<file path="config.mk">
export PLATFORM = sky130hd
export DESIGN_NAME = multicycle_control_flat
export DESIGN_NICKNAME = d
export VERILOG_FILES = /design/src/rtl/multicycle_control_if.sv /design/src/rtl/multicycle_control.sv /design/src/flat_wrapper.sv
export SDC_FILE = /design/constraint.sdc
export NUM_CORES = 1
export LEC_CHECK = 0
export CORE_MARGIN = 10
export CORE_UTILIZATION = 39
export CTS_CLUSTER_SIZE = 8
export DETAILED_ROUTE_END_ITERATION = 10
export GPL_TIMING_DRIVEN = 0
export PLACE_DENSITY = 0.71
export RECOVER_POWER = 50
export SKIP_CTS_REPAIR_TIMING = 1
export SLEW_MARGIN = 40
export SYNTH_ARGS = -nofsm -noshare
export SYNTH_HDL_FRONTEND = slang
export SYNTH_SLANG_ARGS = --single-unit
export TNS_END_PERCENT = 10
</file>
<file path="constraint.sdc">
create_clock -name i_clk -period 1.7 [get_ports i_clk]
set_clock_uncertainty 0.05 [all_clocks]
set_input_delay 0.17 -clock i_clk [delete_from_list [all_inputs] [get_ports i_clk]]
set_output_delay 0.17 -clock i_clk [all_outputs]
set_load 0.01 [all_outputs]
</file>
<file path="src/rtl/multicycle_control_if.sv">
// rtl/multicycle_control_if.sv - control-to-datapath bundle for the multicycle MIPS32 control FSM
interface multicycle_control_if;
    logic [5:0] i_op;
    logic       i_memReady;
    logic       o_pcWrite;
    logic       o_pcWriteCond;
    logic       o_iorD;
    logic       o_memRead;
    logic       o_memWrite;
    logic       o_irWrite;
    logic       o_memToReg;
    logic       o_regDst;
    logic       o_regWrite;
    logic       o_aluSrcA;
    logic [1:0] o_aluSrcB;
    logic [1:0] o_aluOp;
    logic [1:0] o_pcSrc;
    logic       o_illegal;
    logic [3:0] o_state;

    modport master (
        input  i_op, i_memReady,
        output o_pcWrite, o_pcWriteCond, o_iorD, o_memRead, o_memWrite, o_irWrite,
               o_memToReg, o_regDst, o_regWrite, o_aluSrcA, o_aluSrcB, o_aluOp,
               o_pcSrc, o_illegal, o_state
    );

    modport slave (
        output i_op, i_memReady,
        input  o_pcWrite, o_pcWriteCond, o_iorD, o_memRead, o_memWrite, o_irWrite,
               o_memToReg, o_regDst, o_regWrite, o_aluSrcA, o_aluSrcB, o_aluOp,
               o_pcSrc, o_illegal, o_state
    );
endinterface

</file>
<file path="src/rtl/multicycle_control.sv">
// rtl/multicycle_control.sv - main control FSM of the multicycle MIPS32 datapath
module multicycle_control #(
    parameter bit WAIT_ENABLE = 1'b1
) (
    input  logic                   i_clk,
    input  logic                   i_rst,
    multicycle_control_if.master   bus
);

    typedef enum logic [3:0] {
        RESET   = 4'd0,
        FETCH   = 4'd1,
        DECODE  = 4'd2,
        MEMADR  = 4'd3,
        MEMRD   = 4'd4,
        MEMWB   = 4'd5,
        MEMWR   = 4'd6,
        RTYPEEX = 4'd7,
        RTYPEWB = 4'd8,
        BEQEX   = 4'd9,
        ADDIEX  = 4'd10,
        ADDIWB  = 4'd11,
        JEX     = 4'd12,
        ILLEGAL = 4'd13
    } state_t;

    typedef struct packed {
        logic       pcWrite;
        logic       pcWriteCond;
        logic       iorD;
        logic       memRead;
        logic       memWrite;
        logic       memToReg;
        logic       regDst;
        logic       regWrite;
        logic       aluSrcA;
        logic [1:0] aluSrcB;
        logic [1:0] aluOp;
        logic [1:0] pcSrc;
        logic       illegal;
        logic       isFetch;
    } ctrl_t;

    localparam logic [5:0] OP_R    = 6'b000000;
    localparam logic [5:0] OP_LW   = 6'b100011;
    localparam logic [5:0] OP_SW   = 6'b101011;
    localparam logic [5:0] OP_BEQ  = 6'b000100;
    localparam logic [5:0] OP_ADDI = 6'b001000;
    localparam logic [5:0] OP_J    = 6'b000010;

    state_t state;
    state_t stateNext;
    ctrl_t  ctrl;
    logic   ready;
    logic   fetchDone;

    assign ready = WAIT_ENABLE ? bus.i_memReady : 1'b1;

    function automatic state_t nextState(input state_t s, input logic [5:0] op, input logic rdy);
        case (s)
            RESET:   return FETCH;
            FETCH:   return rdy ? DECODE : FETCH;
            DECODE: begin
                case (op)
                    OP_LW, OP_SW: return MEMADR;
                    OP_R:         return RTYPEEX;
                    OP_BEQ:       return BEQEX;
                    OP_ADDI:      return ADDIEX;
                    OP_J:         return JEX;
                    default:      return ILLEGAL;
                endcase
            end
            MEMADR:  return (op == OP_SW) ? MEMWR : MEMRD;
            MEMRD:   return rdy ? MEMWB : MEMRD;
            MEMWB:   return FETCH;
            MEMWR:   return rdy ? FETCH : MEMWR;
            RTYPEEX: return RTYPEWB;
            RTYPEWB: return FETCH;
            BEQEX:   return FETCH;
            ADDIEX:  return ADDIWB;
            ADDIWB:  return FETCH;
            JEX:     return FETCH;
            ILLEGAL: return FETCH;
            default: return RESET;
        endcase
    endfunction

    // Outputs are decoded from the state being entered so they are registered with it.
    function automatic ctrl_t decode(input state_t s);
        ctrl_t c;
        c = '0;
        case (s)
            FETCH:   begin c.memRead = 1'b1; c.aluSrcB = 2'b01; c.isFetch = 1'b1; end
            DECODE:  c.aluSrcB = 2'b11;
            MEMADR:  begin c.aluSrcA = 1'b1; c.aluSrcB = 2'b10; end
            MEMRD:   begin c.memRead = 1'b1; c.iorD = 1'b1; end
            MEMWB:   begin c.regWrite = 1'b1; c.memToReg = 1'b1; end
            MEMWR:   begin c.memWrite = 1'b1; c.iorD = 1'b1; end
            RTYPEEX: begin c.aluSrcA = 1'b1; c.aluOp = 2'b10; end
            RTYPEWB: begin c.regWrite = 1'b1; c.regDst = 1'b1; end
            BEQEX:   begin c.aluSrcA = 1'b1; c.aluOp = 2'b01; c.pcWriteCond = 1'b1; c.pcSrc = 2'b01; end
            ADDIEX:  begin c.aluSrcA = 1'b1; c.aluSrcB = 2'b10; end
            ADDIWB:  c.regWrite = 1'b1;
            JEX:     begin c.pcWrite = 1'b1; c.pcSrc = 2'b10; end
            ILLEGAL: c.illegal = 1'b1;
            default: c = '0;
        endcase
        return c;
    endfunction

    assign stateNext = nextState(state, bus.i_op, ready);

    always_ff @(posedge i_clk) begin
        if (i_rst) begin
            state <= RESET;
            ctrl  <= '0;
        end else begin
            state <= stateNext;
            ctrl  <= decode(stateNext);
        end
    end

    // IR and PC load only in the cycle the fetch read actually completes.
    assign fetchDone = ctrl.isFetch & ready;

    assign bus.o_pcWrite     = ctrl.pcWrite | fetchDone;
    assign bus.o_pcWriteCond = ctrl.pcWriteCond;
    assign bus.o_iorD        = ctrl.iorD;
    assign bus.o_memRead     = ctrl.memRead;
    assign bus.o_memWrite    = ctrl.memWrite;
    assign bus.o_irWrite     = fetchDone;
    assign bus.o_memToReg    = ctrl.memToReg;
    assign bus.o_regDst      = ctrl.regDst;
    assign bus.o_regWrite    = ctrl.regWrite;
    assign bus.o_aluSrcA     = ctrl.aluSrcA;
    assign bus.o_aluSrcB     = ctrl.aluSrcB;
    assign bus.o_aluOp       = ctrl.aluOp;
    assign bus.o_pcSrc       = ctrl.pcSrc;
    assign bus.o_illegal     = ctrl.illegal;
    assign bus.o_state       = state;

endmodule
</file>
<file path="src/flat_wrapper.sv">
// flat-port wrapper written by rule: the top's interface ports become plain ports
module multicycle_control_flat 
#(
    parameter bit WAIT_ENABLE = 1'b1
)
  (i_clk, i_rst, bus_i_op, bus_i_memReady, bus_o_pcWrite, bus_o_pcWriteCond, bus_o_iorD, bus_o_memRead, bus_o_memWrite, bus_o_irWrite, bus_o_memToReg, bus_o_regDst, bus_o_regWrite, bus_o_aluSrcA, bus_o_aluSrcB, bus_o_aluOp, bus_o_pcSrc, bus_o_illegal, bus_o_state);
  multicycle_control_if bus_i ();
  input  logic i_clk;
  input  logic i_rst;
  input wire logic [$bits(bus_i.i_op)-1:0] bus_i_op;
  input wire logic [$bits(bus_i.i_memReady)-1:0] bus_i_memReady;
  output wire logic [$bits(bus_i.o_pcWrite)-1:0] bus_o_pcWrite;
  output wire logic [$bits(bus_i.o_pcWriteCond)-1:0] bus_o_pcWriteCond;
  output wire logic [$bits(bus_i.o_iorD)-1:0] bus_o_iorD;
  output wire logic [$bits(bus_i.o_memRead)-1:0] bus_o_memRead;
  output wire logic [$bits(bus_i.o_memWrite)-1:0] bus_o_memWrite;
  output wire logic [$bits(bus_i.o_irWrite)-1:0] bus_o_irWrite;
  output wire logic [$bits(bus_i.o_memToReg)-1:0] bus_o_memToReg;
  output wire logic [$bits(bus_i.o_regDst)-1:0] bus_o_regDst;
  output wire logic [$bits(bus_i.o_regWrite)-1:0] bus_o_regWrite;
  output wire logic [$bits(bus_i.o_aluSrcA)-1:0] bus_o_aluSrcA;
  output wire logic [$bits(bus_i.o_aluSrcB)-1:0] bus_o_aluSrcB;
  output wire logic [$bits(bus_i.o_aluOp)-1:0] bus_o_aluOp;
  output wire logic [$bits(bus_i.o_pcSrc)-1:0] bus_o_pcSrc;
  output wire logic [$bits(bus_i.o_illegal)-1:0] bus_o_illegal;
  output wire logic [$bits(bus_i.o_state)-1:0] bus_o_state;
  assign bus_i.i_op = bus_i_op;
  assign bus_i.i_memReady = bus_i_memReady;
  assign bus_o_pcWrite = bus_i.o_pcWrite;
  assign bus_o_pcWriteCond = bus_i.o_pcWriteCond;
  assign bus_o_iorD = bus_i.o_iorD;
  assign bus_o_memRead = bus_i.o_memRead;
  assign bus_o_memWrite = bus_i.o_memWrite;
  assign bus_o_irWrite = bus_i.o_irWrite;
  assign bus_o_memToReg = bus_i.o_memToReg;
  assign bus_o_regDst = bus_i.o_regDst;
  assign bus_o_regWrite = bus_i.o_regWrite;
  assign bus_o_aluSrcA = bus_i.o_aluSrcA;
  assign bus_o_aluSrcB = bus_i.o_aluSrcB;
  assign bus_o_aluOp = bus_i.o_aluOp;
  assign bus_o_pcSrc = bus_i.o_pcSrc;
  assign bus_o_illegal = bus_i.o_illegal;
  assign bus_o_state = bus_i.o_state;
  multicycle_control #(.WAIT_ENABLE(WAIT_ENABLE)) u_core (.i_clk(i_clk), .i_rst(i_rst), .bus(bus_i));
endmodule
</file>
==> reports/metrics.yaml, run 1 <==
timing:
  period_needed_ns: 1.86
  setup_viol: 14
  drv_slew: 0
  fmax_mhz: 538
  hold_viol_final: 0
  rsz0062_at_grt: "yes"
  slew_headroom_pct: 68.1
  fin_crit_sh_pct: 109
  whs_ns: 0.518
  setup_ws_ns: -0.159
  tightest_slew_ns: 0.472
  tns_ns: -1.20
global_routing:
  grt_max_degree: 11
  grt_pass1_wl_mm: 3.53
  antenna_found_initial: 0
  grt_pass1_vias: 746
  grt.total_usage_pct: 9.88
  gr-total-overflow: 0
synthesis:
  syn_inst: 95
  synth_area_um2: 892
  yosysSeqAreaShare_pct: 42.6
  ys_warn_count: 0
  synth-seq-cells: 19
  async_flop_share_pct: 0
  avgSynthCellArea_um2: 9.39
  synthFlopType: "dfxtp_1"
  synth_fp_nets: 104
  synth_edf_count: 0
  synthDistinctLibCells: 38
critical_path:
  cp_cell_sequence: "buf_6 > nand2b_4 > a211oi_2 > a211oi_4 > or3b_4 > nor3b_2"
  startpoint_type: "flop"
  crit_path_end_kind: "flop"
  timing.rr.start: "u_core.bus.o_state[2]"
  crit_type: "reg2reg"
  crit_arrival_ns: 2.04
  rrSetupSlack_ns: -0.16
  cp_max_fo: 10
  reg2regPathDepth: 6
  slowest_stage: "or3b_4"
  cpPeakStageDelay_ns: 0.48
  cp.required_ns: 1.88
  reg2reg_to: "u_core.ctrl[0]"
die:
  die-area_um2: 4600
  die_w_um: 67.8
  start_util_pct: 40.7
  io_pins: 30
  core-area_um2: 2190
  die-height_um: 67.8
  num_rows: 17
cells_and_area:
  antenna_cells: 0
  seqCellArea_um2: 387
  mostFrequentLayoutCells: "clkdlybuf4s50_1 (16), dfxtp_1 (16), buf_4 (12)"
  final_nets: 144
  fin_util_pct: 62.4
  fillers: 204
  syn_to_final_growth_pct: 53.2
  multi_input_area_um2: 492
  drive_gt1_share_pct: 27.6
status:
  violations: "setup timing"
  status: "finished, violations left"
clock_tree:
  clock_sinks: 19
  cts_root_buf: "clkbuf_4"
  cts_buffer_depth: 2
  cts_made_buffers: 3
  clock_latency_ns: 0.29
  cts_tree: "done"
  h-tree-depth: 1
  path_clk_slew_ns: 0.10
power_and_ir_drop:
  p_seq_share_pct: 50.8
  switching_share_pct: 27.0
  power.net_switching_uw: 255
  power_density_nw_per_um2: 691
  power_leakage_uw: 0.000548
  power_frac_clock_pct: 22.9
  power_frac_comb_pct: 26.3
  vdd_drop_max_mv: 0.747
  internal_power_uw: 689
min_path:
  hp-class: "in2reg"
  worstHoldStart: "bus_i_memReady"
  holdPathEnd: "u_core.bus.o_iorD"
  holdPathStages: 6
route:
  drt_iter0_markers: 17
  top_layer: "met4"
  via_per_inst: 4.99
  dr_total_vias: 808
  dr_wl_met2_mm: 1.18
  met3WireLength_um: 154
  antenna_left: 0
  wl_mm: 2.31
  drtPass1Iterations: 4
  wl_met1_um: 941
  drc: 0
  wl_per_cell_um: 14.3
job:
  cap_violations: 0
place:
  pre_cts_slack_ns: -0.621
  post-dp-hpwl_mm: 1.72
  place.port_buffers: 29
  place.gp.congestion: 0.816
[power by group through the flow]
stage	logic [µW]	registers, µW	clock network [µW]
after floorplan	123	496	0
after global placement	217	491	0
after detailed placement	222	492	0
after CTS	222	481	222
after global routing	267	484	241
final	248	480	216
[worst max path at each step]
stage                          startpoint               endpoint  slack, ns  depth (start not counted)
floorplan           u_core.bus.o_state[2]         u_core.ctrl[0]      -0.05                          7
global placement              bus_i_op[3]  u_core.bus.o_aluOp[1]      -0.57                          6
detailed placement            bus_i_op[3]  u_core.bus.o_aluOp[1]      -0.62                          6
CTS                           bus_i_op[3]  u_core.bus.o_aluOp[1]      -0.33                          6
global route        u_core.bus.o_state[2]         u_core.ctrl[0]      -0.26                          6
finish              u_core.bus.o_state[2]         u_core.ctrl[0]      -0.16                          6
[synth_stat cells, types with 3 or more instances]
library cell  instances  area, µm²
nand2_1               3       11.3
xnor2_1               3       26.3
a21oi_1               3       15.0
nor3_1                4       20.0
nor2_1               12       45.0
buf_4                 7       52.6
nand2b_1              4       25.0
dfxtp_1              19        380
or3_1                 3       18.8
[worst max-delay path: cells and delay by family, from the launching register on]
kind                   cells  cell delay (ns)
AO/OA/AOI/OAI              2             0.48
buffers and inverters      1             0.13
flip-flops                 1             0.36
AND/OR/NAND/NOR            3             0.79
[stage by stage]
step / power, µW / cells / area, µm²
after CTS: 925 / 156 / 1260
after floorplan: 619 / 95 / 913
after detailed placement: 713 / 152 / 1240
final: 945 / 162 / 1370
after global placement: 709 / 152 / 1240
after global routing: 992 / 162 / 1370
[metal layers]
metal  global-route usage (%)  vias to the layer above
met4                     3.77                        0
met3                     3.43                        5
met2                     17.3                       18
met5                        0                        -
li1                         -                      411
met1                     10.8                      374
[flip-flops by register name, summed over array words and instances (netlist names)]
register                  count
u_core.bus.o_memToReg         1
u_core.bus.o_regWrite         1
u_core.ctrl                   2
u_core.bus.o_aluOp            1
u_core.bus.o_regDst           1
u_core.bus.o_illegal          1
u_core.bus.o_pcWriteCond      1
u_core.bus.o_aluSrcA          1
u_core.bus.o_memWrite         1
u_core.bus.o_iorD             1
u_core.bus.o_pcSrc            1
u_core.bus.o_state            4
u_core.bus.o_aluSrcB          2
u_core.bus.o_memRead          1
[area by class of cell]
cell class / instances / area share (%)
multi-input combinational: 64 / 36.0
clock buffer: 4 / 1.92
buffer: 10 / 5.77
timing repair buffer: 35 / 24.9
tap: 28 / 2.56
sequential: 19 / 28.3
inverter: 2 / 0.549
[kinds of logic after synthesis]
group / synth area share (%)
compound gates: 14.4
flops: 42.6
simple gates: 30.7
buf+inv: 8.27
xor+xnor: 3.93
No activity file was read; power rests on OpenSTA's default activity.
==> inputs of run 2 (changes only) <==
- CAP_MARGIN: unset -> 10
==> results of run 2 <==
Same layout as run 1: the final DEF is identical, and so are final timing and power.
==> inputs of run 3 (changes only) <==
- CAP_MARGIN: 10 -> unset
==> results of run 3 <==
Same layout as run 1: the final DEF is identical, and so are final timing and power.
